$ cat src/rtl/trace_pkg.sv
// Shared definitions for the retire-trace capture controller: FSM encodings,
// trace record layout and the record packing / trigger compare helpers.
package trace_pkg;

    localparam logic [1:0] ST_IDLE  = 2'd0;
    localparam logic [1:0] ST_PRE   = 2'd1;
    localparam logic [1:0] ST_POST  = 2'd2;
    localparam logic [1:0] ST_DRAIN = 2'd3;

    localparam int INSTR_W = 32;
    localparam int VALUE_W = 32;
    localparam int REG_W   = 5;
    localparam int IMM_W   = 12;
    localparam int REC_W   = INSTR_W + VALUE_W + 3 * REG_W + IMM_W;

    // Record layout, MSB first: {instr, rd_value, rd, rs1, rs2, imm}
    localparam int IMM_LSB   = 0;
    localparam int IMM_MSB   = IMM_LSB + IMM_W - 1;
    localparam int RS2_LSB   = IMM_MSB + 1;
    localparam int RS2_MSB   = RS2_LSB + REG_W - 1;
    localparam int RS1_LSB   = RS2_MSB + 1;
    localparam int RS1_MSB   = RS1_LSB + REG_W - 1;
    localparam int RD_LSB    = RS1_MSB + 1;
    localparam int RD_MSB    = RD_LSB + REG_W - 1;
    localparam int VALUE_LSB = RD_MSB + 1;
    localparam int VALUE_MSB = VALUE_LSB + VALUE_W - 1;
    localparam int INSTR_LSB = VALUE_MSB + 1;
    localparam int INSTR_MSB = INSTR_LSB + INSTR_W - 1;

    function automatic logic [REC_W-1:0] pack_record(
        input logic        [INSTR_W-1:0] instr,
        input logic signed [VALUE_W-1:0] rd_value,
        input logic        [REG_W-1:0]   rd,
        input logic        [REG_W-1:0]   rs1,
        input logic        [REG_W-1:0]   rs2,
        input logic signed [IMM_W-1:0]   imm
    );
        logic [REC_W-1:0] rec;
        rec                      = '0;
        rec[INSTR_MSB:INSTR_LSB] = instr;
        rec[VALUE_MSB:VALUE_LSB] = rd_value;
        rec[RD_MSB:RD_LSB]       = rd;
        rec[RS1_MSB:RS1_LSB]     = rs1;
        rec[RS2_MSB:RS2_LSB]     = rs2;
        rec[IMM_MSB:IMM_LSB]     = imm;
        return rec;
    endfunction

    function automatic logic trig_match(
        input logic [INSTR_W-1:0] instr,
        input logic [INSTR_W-1:0] pattern,
        input logic [INSTR_W-1:0] mask
    );
        return ((instr ^ pattern) & mask) == '0;
    endfunction

endpackage

$ cat src/rtl/trace_ring_buf.sv
// Circular trace storage: one synchronous write port and an asynchronous read
// port. Contents are deliberately not reset; occupancy tracking lives outside.
module trace_ring_buf
    import trace_pkg::*;
#(
    parameter int DEPTH = 16,
    parameter int AW    = $clog2(DEPTH)
) (
    input  logic             clk,
    input  logic             we,
    input  logic [AW-1:0]    waddr,
    input  logic [REC_W-1:0] wdata,
    input  logic [AW-1:0]    raddr,
    output logic [REC_W-1:0] rdata
);

    logic [REC_W-1:0] mem [DEPTH];

    always_ff @(posedge clk) begin
        if (we) begin
            mem[waddr] <= wdata;
        end
    end

    assign rdata = mem[raddr];

endmodule

$ cat src/rtl/trace_capture_ctrl.sv
// Retire-trace capture controller: arms, keeps a pre-trigger history window,
// captures until the ring is full, then drains oldest-first over valid/ready.
module trace_capture_ctrl
    import trace_pkg::*;
#(
    parameter int DEPTH    = 16,
    parameter int PRE_TRIG = 4
) (
    input  logic                     clk,
    input  logic                     rst_n,
    input  logic                     arm,
    input  logic                     abort,
    input  logic [INSTR_W-1:0]       trig_instr,
    input  logic [INSTR_W-1:0]       trig_mask,
    input  logic                     ret_valid,
    input  logic [INSTR_W-1:0]       ret_instr,
    input  logic signed [VALUE_W-1:0] ret_rd_value,
    input  logic signed [IMM_W-1:0]  ret_imm,
    input  logic [REG_W-1:0]         ret_rd,
    input  logic [REG_W-1:0]         ret_rs1,
    input  logic [REG_W-1:0]         ret_rs2,
    output logic                     out_valid,
    input  logic                     out_ready,
    output logic [REC_W-1:0]         out_record,
    output logic [1:0]               state,
    output logic                     done
);

    localparam int AW = $clog2(DEPTH);
    localparam logic [AW:0] PRE_OCC  = (AW + 1)'(PRE_TRIG);
    localparam logic [AW:0] FULL_OCC = (AW + 1)'(DEPTH);
    localparam logic [AW:0] ONE_OCC  = (AW + 1)'(1);

    logic [AW-1:0]    wr_ptr;
    logic [AW-1:0]    rd_ptr;
    logic [AW:0]      occ;
    logic [AW:0]      occ_inc;
    logic             hit;
    logic             capture;
    logic             xfer;
    logic [REC_W-1:0] wdata;
    logic [REC_W-1:0] rdata;

    always_comb begin
        occ_inc   = occ + ONE_OCC;
        hit       = ret_valid && trig_match(ret_instr, trig_instr, trig_mask);
        capture   = ret_valid && ((state == ST_PRE) || (state == ST_POST));
        out_valid = (state == ST_DRAIN) && (occ != '0);
        xfer      = out_valid && out_ready;
        // Unread array contents must never leak out while not draining.
        out_record = out_valid ? rdata : '0;
        wdata      = pack_record(ret_instr, ret_rd_value, ret_rd, ret_rs1, ret_rs2, ret_imm);
    end

    always_ff @(posedge clk) begin
        if (!rst_n) begin
            state  <= ST_IDLE;
            wr_ptr <= '0;
            rd_ptr <= '0;
            occ    <= '0;
            done   <= 1'b0;
        end else begin
            done <= 1'b0;
            if (abort) begin
                state  <= ST_IDLE;
                wr_ptr <= '0;
                rd_ptr <= '0;
                occ    <= '0;
            end else begin
                case (state)
                    ST_IDLE: begin
                        if (arm) begin
                            state  <= ST_PRE;
                            wr_ptr <= '0;
                            rd_ptr <= '0;
                            occ    <= '0;
                        end
                    end
                    ST_PRE: begin
                        if (capture) begin
                            wr_ptr <= wr_ptr + 1'b1;
                            if (hit) begin
                                occ   <= occ_inc;
                                state <= (occ_inc == FULL_OCC) ? ST_DRAIN : ST_POST;
                            end else if (occ == PRE_OCC) begin
                                // History window full: slide it, dropping the oldest entry.
                                rd_ptr <= rd_ptr + 1'b1;
                            end else begin
                                occ <= occ_inc;
                            end
                        end
                    end
                    ST_POST: begin
                        if (capture) begin
                            wr_ptr <= wr_ptr + 1'b1;
                            occ    <= occ_inc;
                            if (occ_inc == FULL_OCC) begin
                                state <= ST_DRAIN;
                            end
                        end
                    end
                    ST_DRAIN: begin
                        if (xfer) begin
                            rd_ptr <= rd_ptr + 1'b1;
                            occ    <= occ - ONE_OCC;
                            if (occ == ONE_OCC) begin
                                state <= ST_IDLE;
                                done  <= 1'b1;
                            end
                        end
                    end
                    default: state <= ST_IDLE;
                endcase
            end
        end
    end

    trace_ring_buf #(
        .DEPTH (DEPTH),
        .AW    (AW)
    ) u_ring (
        .clk   (clk),
        .we    (capture),
        .waddr (wr_ptr),
        .wdata (wdata),
        .raddr (rd_ptr),
        .rdata (rdata)
    );

endmodule

$ cat config.mk
export PLATFORM = sky130hd
export DESIGN_NAME = trace_capture_ctrl
export DESIGN_NICKNAME = d
export VERILOG_FILES = /design/src/rtl/trace_pkg.sv /design/src/rtl/trace_ring_buf.sv /design/src/rtl/trace_capture_ctrl.sv
export SDC_FILE = /design/constraint.sdc
export NUM_CORES = 1
export LEC_CHECK = 0
export CAP_MARGIN = 10
export CORE_UTILIZATION = 55
export DETAILED_ROUTE_END_ITERATION = 10
export GPL_TIMING_DRIVEN = 0
export PLACE_DENSITY_LB_ADDON = 0.05
export SLEW_MARGIN = 20
export SYNTH_ARGS = -nofsm -noshare
export SYNTH_HDL_FRONTEND = slang
export SYNTH_HIERARCHICAL = 1
export SYNTH_SLANG_ARGS = --single-unit
$ cat constraint.sdc
create_clock -name clk -period 17.7 [get_ports clk]
set_input_delay 5.31 -clock clk [delete_from_list [all_inputs] [get_ports clk]]
set_output_delay 5.31 -clock clk [all_outputs]
set_load 0.1 [all_outputs]
**Word-level counts from Yosys, hierarchy flattened**

Memories as Yosys holds them, arrays and structs flattened. A register that Yosys moved wholly into a read port is not among the register bits.
Index checks and enable logic that the tools add are counted.

- Bitwise gates (word level): 5
- Eq/ne operators: 17
- Add/sub/neg operators: 4
- Multiplexer cells: 30
- Reduce and logical (&&, ||, !) cells: 17

Operators with widths:

| cell | number |
|---|---|
| 91-bit 2-to-1 mux | 1 |
| 32-bit bitwise AND | 1 |
| 32-bit zero test | 1 |
| 4-bit 2-to-1 mux | 8 |
| 32-bit XOR | 1 |
| 5-bit 2-to-1 mux | 6 |
| 5-bit case mux with 4 select lines | 1 |
| 2-bit 2-to-1 mux | 7 |
| 2-bit != test (second input constant) | 6 |
| 4-bit case mux with 3 select lines | 1 |
| 4-bit by 1-bit adder with 4-bit output (second input constant) | 2 |
| 2-bit by 1-bit != test with 1-bit output (second input constant) | 4 |
| 2-bit case mux with 4 select lines | 1 |
| 4-bit case mux with 2 select lines | 1 |
| 7-bit AND reduction | 1 |
| 6-bit AND reduction | 1 |
| 5-bit by 1-bit adder with 5-bit output (second input constant) | 1 |
| 5-bit by 1-bit == test with 1-bit output (second input constant) | 1 |
| 5-bit by 3-bit == test with 1-bit output (second input constant) | 1 |
| 5-bit == test (second input constant) | 1 |
| 5-bit AND reduction | 1 |
| 5-bit nonzero test | 1 |
| 5-bit by 1-bit subtractor with 5-bit output (second input constant) | 1 |
| 2-bit == test (second input constant) | 2 |
| other kinds (12) | 21 |

- Input bits: 161
- Memory bits (writable): 1456
- Flip-flop bits (word level): 16
- Memories: 1

Memories:

| memory | words | bits a word | rd ports | clocked after Yosys merged registers in | write ports | RTL line | source |
|---|---|---|---|---|---|---|---|
| u_ring.mem | 16 | 91 | 1 | 1 | 1 | trace_ring_buf.sv:17 | `logic [REC_W-1:0] mem [DEPTH];` |

**Logic depth before layout (Yosys ltp)**

Gate-level depths: netlist of the first run.

- Word-level depth: 9
- Mapped depth: 9
- Depth with buffers taken out: 9

**Cells and area by module**

The synthesis of the first run kept the hierarchy.

By module, submodules not included:

| module | area an instance (µm²) | times used | seq. area each (µm²) | cells each |
|---|---|---|---|---|
| trace_ring_buf | 54453.5 | 1 | 43721.9 | 2241 |
| trace_capture_ctrl | 2429.8 | 1 | 320.3 | 321 |

**Least setup slack after synthesis of the first run**

OpenSTA, ideal clock, no wires.

- Path type: input to register
- From: input port ret_valid
- To: memory u_ring/mem[0][0] in the netlist's numbering (enable)
- Cell stages on the path: 4
- Path buffers: 0
- Data arrival time: 12.119 ns
- Required time: 17.048 ns
- Library setup time: 0.652 ns
- Slack: 4.929 ns
- Path through: nand2_1 > inv_1 > or3b_2 > nor3_1

- Cells in the longest elaborated chain, start to end: 3

Ends and longest elaborated chain:

| element | RTL line | source |
|---|---|---|
| start, declared | trace_capture_ctrl.sv:15 | `input logic ret_valid,` |
| 1-bit logical AND | trace_capture_ctrl.sv:47 | `capture = ret_valid && ((state == ST_PRE) \|\| (state == ST_POST));` |
| via capture | trace_capture_ctrl.sv:39 | `logic capture;` |
| 1-bit 2-to-1 mux | trace_ring_buf.sv:20 | `if (we) begin` |
| 1-bit 2-to-1 mux (not written as such) | trace_ring_buf.sv:21 | `mem[waddr] <= wdata;` |
| end, declared | trace_ring_buf.sv:17 |  |

The timed path passes the listed nets, and every way through them passes these cells.

**Worst setup path in the final report of the first run**

- From: register state[0]
- To: output port out_record[1]

- Cells in the longest elaborated chain, start to end: 3

Ends and longest elaborated chain:

| element | RTL line | source |
|---|---|---|
| start, declared | trace_capture_ctrl.sv:25 | `output logic [1:0] state,` |
| start signal, assigned | trace_capture_ctrl.sv:84 | `state <= (occ_inc == FULL_OCC) ? ST_DRAIN : ST_POST;` |
| 2-bit == test | trace_capture_ctrl.sv:48 | `out_valid = (state == ST_DRAIN) && (occ != '0);` |
| 1-bit logical AND | trace_capture_ctrl.sv:48 |  |
| 91-bit 2-to-1 mux | trace_capture_ctrl.sv:51 | `out_record = out_valid ? rdata : '0;` |
| end, declared | trace_capture_ctrl.sv:24 | `output logic [REC_W-1:0] out_record,` |

No other way between the ends.

==> metrics.yaml, run 1 <==
timing:
  finalSetupViolations: 0
  period_minus_slack_ps: 10470
  finClkSkew_ps: 19.7
  hold_viol: 0
  maxSlewViolCount: 0
  slew_headroom_pct: 21.5
  rsz0062_at_grt: "false"
  fin_crit_sh_pct: 59.2
  max_freq_ghz: 0.0955
  tightestPinTransition_ps: 1180
  holdWs_ps: 543
drt:
  vias: 28716
  wl_per_cell_um: 30.3
  drt_wl_total_um: 139000
  vias_per_cell: 6.26
  dr.pass1.iters: 6
  antenna_left: 0
  drc_errors: 0
  drtIter0Drc: 3150
job:
  maxCapViolations: 0
clocking:
  cts_setup_buffers: 0
  cts_tree: "built"
  cts.sinks: 1472
  cts_resized: 0
  clkTransAtPathRegs_ps: 60
  hold_buffers: 0
  clockBufferDepth: 3
  clockRootBuffer: "clkbuf_16"
  cts_buffers: 146
  htreeDepth: 4
  insertion_delay_ps: 740
setup_path:
  critPathMaxFanout: 10
  cp_cell_sequence: "ha_1 > inv_2 > a21oi_1 > clkbuf_2 > buf_12 > clkbuf_1 > and2_1 > clkdlybuf4s50_1"
  crit_path_start_kind: "flip-flop"
  endpoint_kind: "output pin"
  arrival_ps: 5160
  path_buf_inv: 5
  cp.required_ps: 12390
  cp_top_family: "buffers and inverters"
  cp_slowest_stage_delay_ps: 1180
  cp-startpoint: "state[0]"
  path_class: "flip-flop to output pin"
  crit_slowest_cell: "clkdlybuf4s50_1"
  reg2reg_from: "state[0]"
floorplanning:
  dieArea_um2: 105000
  fp.dieH_um: 324
  ios: 256
  initial_core_util_pct: 55.7
  rows: 117
  fp.coreArea_um2: 102000
  die_w_um: 324
power:
  ir_drop_v: 0.0000899
  pwr_density_cell_nw_per_um2: 103
  p_leak_nw: 21.2
placement:
  routabilityCongestion: 0.806
  dpl_cell_area_um2: 63300
  port_buffers: 255
  hpwl_um: 90400
layout:
  multi_input_area_um2: 12100
  nFillCells: 6727
  post-route-util_pct: 66.5
  drive_gt1_share_pct: 24.7
  design_area_um2: 68000
  seqCellArea_um2: 44000
  nets: 3268
  area_delta_synth_final_pct: 19.5
synth:
  synth_top_cell_area_share_pct: 76.9
  postSynthCellCount: 2562
  synth_edf_count: 1456
  ys_warn_count: 6
  syn_area_um2: 56900
  synth_flop_cell: "edfxtp_1"
  yosys.area.top_type: "edfxtp_1"
  synth.distinct_cells: 65
  synth_nets: 2735
  ys_ff_latch: 1472
  async_flop_share_pct: 0
  synth_area_leaders: "edfxtp_1 77%, mux4_2 14%, a22oi_1 2.6%"
  seq_area_frac_synth_pct: 77.4
  syn_area_per_cell_um2: 22.2
grt:
  grt_start_max_net_pins: 21
  antenna_found_initial: 10
  globalRouteOverflowTotal: 0
  grt_pass1_vias: 29677
  grt_pass1_wl_um: 202000
  grtUsageTotal_pct: 27.3
run_status:
  status: "completed"
worst_hold_path:
  holdCritPathClass: "flip-flop to flip-flop"
  worstHoldStart: "rd_ptr[0]"
per-layer routing:
layer | share of wire, % | GRT usage [%] | wire (um)
met2 | 49 | 43.2 | 67800
met3 | 8.2 | 5.51 | 11500
met1 | 41 | 39.2 | 56900
met4 | 2.1 | 7.79 | 2930
met5 | 0.065 | 0 | 90
cells by family after synthesis:
logic type	count (synthesis)	share of synthesized area, %
AO/OA/AOI/OAI	243	3.23
flip-flops	1472	77.4
XOR/XNOR	37	0.570
AND/OR/NAND/NOR	284	2.56
buffers and inverters	146	1.46
adder cells (fa/ha/maj)	12	0.264
multiplexers	368	14.5
worst min-delay path, delay by kind of cell (launching register included):
family / cells / cell delay [ps]
AOI/OAI and AO/OA: 1 / 60
buffers and inverters: 1 / 80
DFF: 1 / 360
power breakdown:
group	switching [W]	internal (W)	leakage, nW
clock network	0.00126	0.00175	2.26
registers	0.00000303	0.00384	13.2
logic	0.0000872	0.0000567	5.76
placed cells by master, fill, tap and decap left out, types with 22 or more instances in the layout:
master,n
a22oi_1,194
and2_1,92
buf_12,39
buf_16,27
buf_2,26
buf_4,69
buf_6,33
clkbuf_1,82
clkbuf_16,154
clkdlybuf4s50_1,255
clkinv_1,36
clkinv_2,22
edfxtp_1,1456
mux4_2,364
nand2_1,121
xor2_1,36
layout make-up:
cell class	instances	area share, %
multi-input cells	944	17.8
diodes	6	0.0221
repair buffers	385	6.79
plain buffers	137	1.18
inverters	9	0.0497
flip-flops and latches	1472	64.8
clock inverters	77	0.953
clock buffers	189	5.88
well taps	1368	2.52
flip-flops by register name, summed over array words and instances (netlist names):
signal      flops
u_ring/mem   1456
occ             5
rd_ptr          4
wr_ptr          4
state           2
done            1
Yosys cell counts (3+ instances only):
library cell and instances:
nor3_1 7, xor2_1 36, edfxtp_1 1456, nand2_1 121
buf_4 18, a31oi_1 5, clkbuf_1 50, nand3_1 7
a21oi_1 8, and3_1 3, o211ai_1 5, mux2i_1 4
nor2_1 24, dfxtp_1 16, mux4_2 364, o21ai_0 8
ha_1 12, buf_1 19, nor2b_1 4, nand2b_1 5
and2_1 92, a22oi_1 194, buf_2 26, inv_1 8
nand4_1 5, buf_6 22
final timing paths:
check                      end  slack [ps]  depth (start not counted)
max              out_record[1]        7230                          8
min                  rd_ptr[0]         540                          2
max reg2reg  u_ring/mem[0][76]       13690                         12
min reg2reg          rd_ptr[0]         540                          2
through the flow:
| stage | power, W | TNS, ps | std cells | worst slack (ps) |
|---|---|---|---|---|
| 2_1_floorplan | 0.00396 | 0 | 2562 | 4930 |
| 4_1_cts | 0.00704 | 0 | 4581 | 7200 |
| 3_3_place_gp | 0.00405 | -1339490 | 4185 | -3960 |
| 3_5_place_dp | 0.00406 | 0 | 4315 | 8030 |
| 6_report | 0.00699 | 0 | 4587 | 7230 |
| 5_1_grt | 0.00718 | 0 | 4583 | 7020 |
No activity file was read; power rests on OpenSTA's default activity.
==> run 2, diff against run 1 <==
Clock period 17.7 ns to 10.7 ns, I/O delays scaled along.
==> results of run 2 <==
The final DEF is identical to that of run 1. Status: completed.
Among the figures that moved: setup slack after placement 8030 ps -> 3130 ps; setup slack after layout 7230 ps -> 2330 ps; register-to-register setup slack 13690 ps -> 6690 ps; total power 0.00699 W -> 0.0116 W; worst IR drop on VDD 0.0000899 V -> 0.000149 V
